<file path="config.mk">
export PLATFORM = sky130hd
export DESIGN_NAME = bpm_band_fusion
export DESIGN_NICKNAME = d
export VERILOG_FILES = /design/src/rtl/bpm_band_fusion.sv
export SDC_FILE = /design/constraint.sdc
export NUM_CORES = 1
export LEC_CHECK = 0
export CAP_MARGIN = 5
export CORE_UTILIZATION = 55
export DETAILED_ROUTE_END_ITERATION = 8
export GPL_TIMING_DRIVEN = 1
export PLACE_DENSITY = 0.75
export SLEW_MARGIN = 20
export SYNTH_ARGS = -nofsm -noshare
export SYNTH_HDL_FRONTEND = slang
export SYNTH_SLANG_ARGS = --single-unit
</file>
<file path="constraint.sdc">
create_clock -name clk -period 8.8 [get_ports clk]
set_clock_uncertainty 0.05 [all_clocks]
set_input_delay 0.88 -clock clk [delete_from_list [all_inputs] [get_ports clk]]
set_output_delay 0.88 -clock clk [all_outputs]
set_load 0.02 [all_outputs]
</file>
<file path="src/rtl/bpm_band_fusion.sv">
// -----------------------------------------------------------------------------
// bpm_band_fusion
//   Fuses NBANDS per-band BPM estimates into one BPM. Out-of-range estimates
//   are dropped. Bands that stop updating for STALE_FRAMES frame ticks age out.
//   The live bands are combined by a weighted average: one band per cycle is
//   accumulated, then a restoring divider produces one quotient bit per cycle,
//   rounding half up. A phase accumulator turns the fused BPM into a beat pulse.
//
//   Optional feature macro: BPM_EMA_EN
//     defined   : final_bpm follows each new result through an exponential
//                 moving average with step 2^-EMA_SHIFT. The first result
//                 after reset is loaded directly.
//     undefined : final_bpm takes each new result directly.
//
// Ports
//   clk          system clock
//   reset        asynchronous, active-high reset
//   band_bpm     packed band BPMs, band i at [i*BPM_W +: BPM_W]
//   band_valid   1-cycle strobe per band
//   band_weight  packed static unsigned weights, band i at [i*WEIGHT_W +: WEIGHT_W]
//   frame_tick   1-cycle pulse per analysis frame
//   final_bpm    fused BPM; holds its value between updates
//   final_valid  1-cycle pulse when final_bpm updates
//   beat_pulse   1-cycle pulse per estimated beat
//   band_live    bands currently included in the fusion
//   busy         fusion FSM is not idle
// -----------------------------------------------------------------------------
module bpm_band_fusion #(
   parameter int NBANDS       = 3,
   parameter int BPM_W        = 16,
   parameter int WEIGHT_W     = 4,
   parameter int BPM_MIN      = 40,
   parameter int BPM_MAX      = 240,
   parameter int STALE_FRAMES = 8,
   parameter int CLK_HZ       = 50000000,
   parameter int EMA_SHIFT    = 2
) (
   input  logic                         clk,
   input  logic                         reset,
   input  logic [NBANDS*BPM_W-1:0]      band_bpm,
   input  logic [NBANDS-1:0]            band_valid,
   input  logic [NBANDS*WEIGHT_W-1:0]   band_weight,
   input  logic                         frame_tick,
   output logic [BPM_W-1:0]             final_bpm,
   output logic                         final_valid,
   output logic                         beat_pulse,
   output logic [NBANDS-1:0]            band_live,
   output logic                         busy
);

   localparam int     NUM_W  = BPM_W + WEIGHT_W + $clog2(NBANDS) + 1;
   localparam int     DEN_W  = WEIGHT_W + $clog2(NBANDS) + 1;
   localparam int     IDX_W  = (NBANDS > 1) ? $clog2(NBANDS) : 1;
   localparam int     DCNT_W = (BPM_W > 1) ? $clog2(BPM_W) : 1;
   localparam int     AGE_W  = $clog2(STALE_FRAMES + 1);
   localparam longint THRESH = longint'(CLK_HZ) * 60;
   localparam int     ACC_W  = $clog2(THRESH) + 1;
   localparam int     SUM_W  = ((ACC_W > BPM_W) ? ACC_W : BPM_W) + 1;

   typedef enum logic [1:0] {S_IDLE, S_ACCUM, S_DIVIDE, S_OUTPUT} state_t;

   state_t              state_q, state_d;
   logic                pending_q, pending_d;
   logic [BPM_W-1:0]    bpm_q [NBANDS];
   logic [BPM_W-1:0]    bpm_d [NBANDS];
   logic [AGE_W-1:0]    age_q [NBANDS];
   logic [AGE_W-1:0]    age_d [NBANDS];
   logic [NBANDS-1:0]   live_q, live_d;
   logic [NUM_W-1:0]    num_q, num_d;
   logic [DEN_W-1:0]    den_q, den_d;
   logic [IDX_W-1:0]    idx_q, idx_d;
   logic [DCNT_W-1:0]   dcnt_q, dcnt_d;
   logic [DEN_W-1:0]    rem_q, rem_d;
   logic [BPM_W-1:0]    quo_q, quo_d;
   logic [BPM_W-1:0]    final_bpm_q, final_bpm_d;
   logic                final_valid_q, final_valid_d;
   logic [ACC_W-1:0]    acc_q, acc_d;
   logic                beat_q, beat_d;

   logic [WEIGHT_W-1:0] w_arr [NBANDS];
   logic [BPM_W-1:0]    bpm_in;
   logic [AGE_W-1:0]    age_inc;
   logic [WEIGHT_W-1:0] cur_w;
   logic [BPM_W-1:0]    cur_bpm;
   logic [NUM_W-1:0]    dividend;
   logic [DEN_W-1:0]    rem_in;
   logic [BPM_W-1:0]    low_in;
   logic [DEN_W:0]      trial;
   logic [SUM_W-1:0]    beat_sum;

`ifdef BPM_EMA_EN
   logic                ema_seen_q, ema_seen_d;
   logic signed [BPM_W:0] ema_diff;
   logic signed [BPM_W:0] ema_sum;
`endif

   // NOTE: every combinational output is given a default before any branch,
   // so no path leaves a value unassigned and no latch is inferred.
   always_comb begin
      state_d       = state_q;
      pending_d     = pending_q;
      live_d        = live_q;
      num_d         = num_q;
      den_d         = den_q;
      idx_d         = idx_q;
      dcnt_d        = dcnt_q;
      rem_d         = rem_q;
      quo_d         = quo_q;
      final_bpm_d   = final_bpm_q;
      final_valid_d = 1'b0;
      acc_d         = acc_q;
      beat_d        = 1'b0;
      bpm_in        = '0;
      age_inc       = '0;
      dividend      = num_q + NUM_W'(den_q >> 1);
      rem_in        = rem_q;
      low_in        = quo_q;
      trial         = '0;
      beat_sum      = '0;
`ifdef BPM_EMA_EN
      ema_seen_d    = ema_seen_q;
      ema_diff      = '0;
      ema_sum       = '0;
`endif
      for (int i = 0; i < NBANDS; i++) begin
         w_arr[i] = band_weight[i*WEIGHT_W +: WEIGHT_W];
         bpm_d[i] = bpm_q[i];
         age_d[i] = age_q[i];
      end
      cur_w   = w_arr[idx_q];
      cur_bpm = bpm_q[idx_q];

      // The IDLE hand-off clears pending first so that a capture in the
      // same cycle still requests another pass.
      if (state_q == S_IDLE && pending_q)
         pending_d = 1'b0;

      // Band capture and ageing; a capture in the same cycle as a frame
      // tick restarts the age.
      for (int i = 0; i < NBANDS; i++) begin
         bpm_in = band_bpm[i*BPM_W +: BPM_W];
         if (band_valid[i] && bpm_in >= BPM_W'(BPM_MIN) && bpm_in <= BPM_W'(BPM_MAX)) begin
            bpm_d[i]  = bpm_in;
            age_d[i]  = '0;
            live_d[i] = 1'b1;
            pending_d = 1'b1;
         end else if (frame_tick && live_q[i]) begin
            age_inc  = (age_q[i] == AGE_W'(STALE_FRAMES)) ? age_q[i] : age_q[i] + 1'b1;
            age_d[i] = age_inc;
            if (age_inc == AGE_W'(STALE_FRAMES))
               live_d[i] = 1'b0;
         end
      end

      case (state_q)
         S_IDLE: begin
            if (pending_q) begin
               num_d   = '0;
               den_d   = '0;
               idx_d   = '0;
               state_d = S_ACCUM;
            end
         end
         S_ACCUM: begin
            if (live_q[idx_q] && cur_w != '0) begin
               num_d = num_q + NUM_W'(cur_w) * NUM_W'(cur_bpm);
               den_d = den_q + DEN_W'(cur_w);
            end
            if (idx_q == IDX_W'(NBANDS - 1)) begin
               dcnt_d  = '0;
               state_d = S_DIVIDE;
            end else begin
               idx_d = idx_q + 1'b1;
            end
         end
         S_DIVIDE: begin
            if (dcnt_q == '0 && den_q == '0) begin
               state_d = S_IDLE;
            end else begin
               // The quotient never exceeds BPM_MAX, so the bits above the
               // low BPM_W dividend bits are already a valid remainder.
               if (dcnt_q == '0) begin
                  rem_in = dividend[NUM_W-1:BPM_W];
                  low_in = dividend[BPM_W-1:0];
               end
               trial = {rem_in, low_in[BPM_W-1]};
               if (trial >= {1'b0, den_q}) begin
                  rem_d = DEN_W'(trial - {1'b0, den_q});
                  quo_d = {low_in[BPM_W-2:0], 1'b1};
               end else begin
                  rem_d = DEN_W'(trial);
                  quo_d = {low_in[BPM_W-2:0], 1'b0};
               end
               if (dcnt_q == DCNT_W'(BPM_W - 1))
                  state_d = S_OUTPUT;
               else
                  dcnt_d = dcnt_q + 1'b1;
            end
         end
         S_OUTPUT: begin
`ifdef BPM_EMA_EN
            if (ema_seen_q) begin
               ema_diff    = $signed({1'b0, quo_q}) - $signed({1'b0, final_bpm_q});
               ema_sum     = $signed({1'b0, final_bpm_q}) + (ema_diff >>> EMA_SHIFT);
               final_bpm_d = ema_sum[BPM_W-1:0];
            end else begin
               final_bpm_d = quo_q;
            end
            ema_seen_d    = 1'b1;
`else
            final_bpm_d   = quo_q;
`endif
            final_valid_d = 1'b1;
            state_d       = S_IDLE;
         end
         default: state_d = S_IDLE;
      endcase

      // Beat phase accumulator: one beat per CLK_HZ*60 of accumulated BPM.
      if (final_bpm_q == '0) begin
         acc_d = '0;
      end else begin
         beat_sum = SUM_W'(acc_q) + SUM_W'(final_bpm_q);
         if (beat_sum >= SUM_W'(THRESH)) begin
            acc_d  = ACC_W'(beat_sum - SUM_W'(THRESH));
            beat_d = 1'b1;
         end else begin
            acc_d = ACC_W'(beat_sum);
         end
      end
   end

   // NOTE: state is updated only with non-blocking assignments so every flop
   // samples the values of the previous cycle regardless of statement order.
   always_ff @(posedge clk or posedge reset) begin
      if (reset) begin
         state_q       <= S_IDLE;
         pending_q     <= 1'b0;
         live_q        <= '0;
         num_q         <= '0;
         den_q         <= '0;
         idx_q         <= '0;
         dcnt_q        <= '0;
         rem_q         <= '0;
         quo_q         <= '0;
         final_bpm_q   <= '0;
         final_valid_q <= 1'b0;
         acc_q         <= '0;
         beat_q        <= 1'b0;
`ifdef BPM_EMA_EN
         ema_seen_q    <= 1'b0;
`endif
         // NOTE: the band registers are a handful of flops, not a RAM, so
         // clearing them in reset costs nothing and keeps stale values out.
         for (int i = 0; i < NBANDS; i++) begin
            bpm_q[i] <= '0;
            age_q[i] <= '0;
         end
      end else begin
         state_q       <= state_d;
         pending_q     <= pending_d;
         live_q        <= live_d;
         num_q         <= num_d;
         den_q         <= den_d;
         idx_q         <= idx_d;
         dcnt_q        <= dcnt_d;
         rem_q         <= rem_d;
         quo_q         <= quo_d;
         final_bpm_q   <= final_bpm_d;
         final_valid_q <= final_valid_d;
         acc_q         <= acc_d;
         beat_q        <= beat_d;
`ifdef BPM_EMA_EN
         ema_seen_q    <= ema_seen_d;
`endif
         for (int i = 0; i < NBANDS; i++) begin
            bpm_q[i] <= bpm_d[i];
            age_q[i] <= age_d[i];
         end
      end
   end

   assign final_bpm   = final_bpm_q;
   assign final_valid = final_valid_q;
   assign beat_pulse  = beat_q;
   assign band_live   = live_q;
   assign busy        = (state_q != S_IDLE);

endmodule

</file>
# == After elaboration in Yosys (flattened, before gate mapping) ==
# Index checks and enable logic that the tools add are counted.
# classes
add_sub_neg,11
multipliers,1
n_lt_le_gt_ge,10
eq_ne,18
mux,61
n_bitwise,2
n_reduce_logical,35
# ops
operator,n
16-bit two-way mux,5
33-bit two-way mux,2
4-bit two-way mux,14
16-bit by 6-bit greater-or-equal comparator with 1-bit output (second input constant),3
16-bit by 8-bit <= comparator with 1-bit output (second input constant),3
23-bit two-way mux,2
23-bit case mux with 2 select lines,1
7-bit two-way mux,6
33-bit by 16-bit adder with 34-bit output,1
34-bit by 32-bit greater-or-equal comparator with 1-bit output (second input constant),1
33-bit by 32-bit subtractor with 33-bit output (second input constant),1
16-bit binary-select mux with 2-bit select,1
4-bit == test (second input constant),7
23-bit by 20-bit adder with 23-bit output,1
23-bit by 6-bit adder with 23-bit output,1
4-bit by 16-bit multiplier with 20-bit output,1
1-bit two-way mux,18
2-bit nonzero test,9
4-bit by 1-bit adder with 4-bit output (second input constant),4
16-bit logical NOT,1
7-bit case mux with 2 select lines,1
1-bit logical AND,12
2-bit two-way mux,6
2-bit inequality test (second input constant),6
23 further kinds,31
# word_totals
ff_bits,176
out_inout_bits,22

# == Logic depth before layout (Yosys ltp) ==
# depth
depth_word,8
depth_mapped,24
mapped_depth_nobuf,23

# == Worst setup path after synthesis ==
# Ideal clock, no wire load.
# synth_timing
path_kind,reg2reg
from,register idx_q[1]
to,register num_q[22]
arrival_time_ps,6035
t_required_ps,8623
setup_slack_ps,2588
path_stages_with_launch,25
synth_period_minus_slack_ps,6212
cell_sequence,dfrtp_1 > clkbuf_1 > clkbuf_1 > clkbuf_1 > mux2i_1 > nor2_1 > a21oi_1 > nor2_1 > fa_1 > fa_1 > inv_1 > fa_1 > inv_1 > ha_1 > o21a_1 > o21a_1 > o31a_1 > a311o_1 > o21ai_0 > o2111ai_1 > a311oi_1 > nor2_1 > o211ai_1 > xor2_1 > nor2_1
# synth_between
elab_chain_len,8
# synth_rtl
item,line,text
"start, declared",71,"logic [IDX_W-1:0] idx_q, idx_d;"
"start signal, assigned",265,idx_q <= idx_d;
2-bit NOT with 3-bit output (not written as such),"130, 131",
4-bit binary-select mux with 2-bit select or 16-bit binary-select mux with 2-bit select (tied branches),"130, 131",
4-bit two-way mux (not written as such) or 16-bit two-way mux (tied branches) (2 in series),"130, 131",
4-bit by 16-bit multiplier with 20-bit output or 4-bit nonzero test (tied branches),"166, 165",
23-bit by 20-bit adder with 23-bit output or 1-bit logical AND (tied branches),"166, 165",
23-bit two-way mux or 2-bit inequality test (tied branches),--,
23-bit case mux with 2 select lines or 3-bit AND reduction (tied branches),--,
"end signal, assigned",263,num_q <= num_d;
"end, declared",69,"logic [NUM_W-1:0] num_q, num_d;"
# Parallel ways exist; a longest one is shown, timed or not. The select of a mux whose other input is x is not followed.
# A chain may end at the register's enable or synchronous reset.

# == Worst setup path after layout ==
# layout_timing
from,register idx_q[0]
to,register num_q[21]
# The elaborated chain is that of the path after synthesis.

==> metrics.cfg <==
[outcome]
status = finished clean

[route]
drt-total-wl_mm = 30.8
viasPerCell = 5.79
drcViolationCount = 0
vias = 10800
drt-wirelength-per-cell_um = 16.5
drtIter0Drc = 797
ant_nets = 0
first_pass_iters = 5

[cells_and_area]
drive_gt1_share_pct = 9.27
nNetsFinal = 1717
area_growth_pct = 13.6
antennaDiodeCount = 0

[synthesis]
synth-seq-cells = 176
synthDistinctLibCells = 92
synth_cells = 1465
yosysWarnings = 0
synth_common_cells = dfrtp_1 (176), nor2_1 (162), inv_1 (127)
synth_area_um2 = 13200
async_reset_ff_share_pct = 100
synthesis.nets = 1653
synthFlopType = dfrtp_1
ys_seq_area_share_pct = 33.4
synth_edf_count = 0
synthTopCellsByArea = dfrtp_1 (33%), fa_1 (7.4%), ha_1 (6.9%), nor2_1 (4.6%), xnor2_1 (3.7%)
synth_area_leader_cell = dfrtp_1
synth_top_area_share_pct = 33.4
yosysMostFrequentCell = dfrtp_1
avgSynthCellArea_um2 = 9.01

[timing]
clock.fmax_mhz = 151
drv_slew = 0
hold_viol_final = 0
relSlewSlack_pct = 24.9
rsz0062_at_grt = no
timing.final.crit_share_pct = 75.2
fin_tns_setup_ps = 0
final-setup-viol-count = 0
layout_min_cycle_time_ps = 6620
fin_hold_ws_ps = 441
tightest_slew_ps = 1120

[clock_network]
cts_buffer_depth = 2
cts_tree = built
cts_setup_buffers = 0
cts_buffers = 17
clkSinkCount = 176
htree_levels = 4
cts.reportedPaths.clkPinSlew_ps = 70
cts_root_buf = clkbuf_16
cts-hold-fix-buffers = 0
clkLatencyLatePin_ps = 440
ctsResizeCount = 0

[worst_setup_path]
cp-start-kind = register
cp-end-kind = register
r2r_cells = 23
crit_arrival_ps = 6870
path_class = register to register
worstPathRequired_ps = 9050
crit_fanout = 25

[floorplan]
die_area_um2 = 24600
io_pins = 88
coreArea_um2 = 23500
placementRows = 56
die_y_um = 157
die_w_um = 157
start_util_pct = 56.2

[placed_design]
io_buffers = 87
dp_hpwl_mm = 23.6
gp_congestion = 0.908

[min_path]
hold_class = register to register
holdPathStages = 2

[global_routing]
grt_pass1_vias = 10600
antenna_found_initial = 0
grt_pass1_wl_mm = 52.4
grt_max_degree = 107
grt_overflow_total = 0
grtUsageTotal_pct = 27.0

[run]
max-cap-violations = 0

[power]
p_leak_nw = 7.04
vdd_ir_drop_max_v = 0.000121
power_density_nw_per_um2 = 179

-- metrics by stage --
step	cells	power (mW)	area (µm²)	setup slack, ps	util, %
2_1_floorplan	1465	1.62	13200	2590	-
3_3_place_gp	1829	1.86	14300	2140	61.1
3_5_place_dp	1829	1.88	14300	2090	61.1
4_1_cts	1861	2.69	15000	2210	63.8
5_1_grt	1861	2.85	15000	1750	63.9
6_report	1861	2.69	15000	2180	63.9
-- cell type report --
cell class | instances | area (µm²)
fillers | 1934 | 8480
multi-input cells | 1108 | 8110
flip-flops and latches | 176 | 4400
repair buffers | 99 | 961
inverters | 127 | 482
clock buffers | 18 | 439
well taps | 319 | 399
clock inverters | 14 | 195
-- registers in the layout, summed over array words and instances, names as in the netlist, 2 cells and up --
| name | flops |
|---|---|
| bpm_q | 48 |
| acc_q | 33 |
| num_q | 23 |
| final_bpm | 16 |
| quo_q | 16 |
| age_q | 12 |
| den_q | 7 |
| rem_q | 7 |
| dcnt_q | 4 |
| band_live | 3 |
| idx_q | 2 |
| state_q | 2 |
-- where the power goes --
| group | switching [mW] | internal [mW] | total [mW] |
|---|---|---|---|
| sequential | 0.111 | 0.884 | 0.996 |
| combinational | 0.548 | 0.334 | 0.882 |
| clock | 0.369 | 0.444 | 0.813 |
-- routing by layer --
layer  share of wire, %  GRT usage [%]  vias up
met5                  0              0        -
met4                2.1           8.87        0
met3                4.1           3.41       44
met2                 47           44.1      291
met1                 47           37.4     5264
li1                   -              -     5175
-- critical path, stage by stage, from the launching register on --
cell and delay, ps:
dfrtp_1 830, inv_1 140, nor2_1 130, buf_4 240
a21oi_1 100, buf_4 210, or2_2 330, fa_1 500
fa_1 510, fa_1 510, inv_1 40, ha_1 320
nor2b_1 140, o21ai_0 140, nand2b_1 100, a21o_1 200
a31o_2 270, a2111oi_0 630, o31ai_1 160, a21o_1 240
a21bo_2 210, a41oi_1 250, xor2_1 180, nor2_1 50
-- logic make-up (layout without fill, tap and decap cells) --
group / after synthesis / in the layout / synth area share (%)
xor+xnor: 94 / 94 / 6.35
compound gates: 297 / 297 / 14.6
flops: 176 / 176 / 33.4
mux: 79 / 79 / 6.39
buf+inv: 181 / 258 / 5.32
simple gates: 516 / 516 / 19.6
fa+ha+maj: 122 / 122 / 14.4
-- layout by cell type, fill, tap and decap left out, drive strengths merged, types with 15 or more instances in the layout --
master         instances
a21o                  30
a21oi                 94
and2                  22
clkbuf                18
clkdlybuf4s50         87
dfrtp                176
fa                    49
ha                    73
inv                  134
mux2                  42
mux2i                 37
nand2                113
nand3                 56
nand4                 19
nor2                 164
nor2b                 37
nor3                  21
nor4                  15
o21ai                 93
xnor2                 56
xor2                  38
-- path summary, 6_finish.rpt --
check,from,end,slack [ps]
hold / removal,rem_q[2],rem_q[2],440
hold reg to reg,rem_q[2],rem_q[2],440
min in group asynchronous,reset,age_q[5],980
setup reg to reg,idx_q[0],num_q[21],2180
setup / recovery,idx_q[0],num_q[21],2180
max in group asynchronous,reset,num_q[18],6200
(Power assumes the default switching activity.)
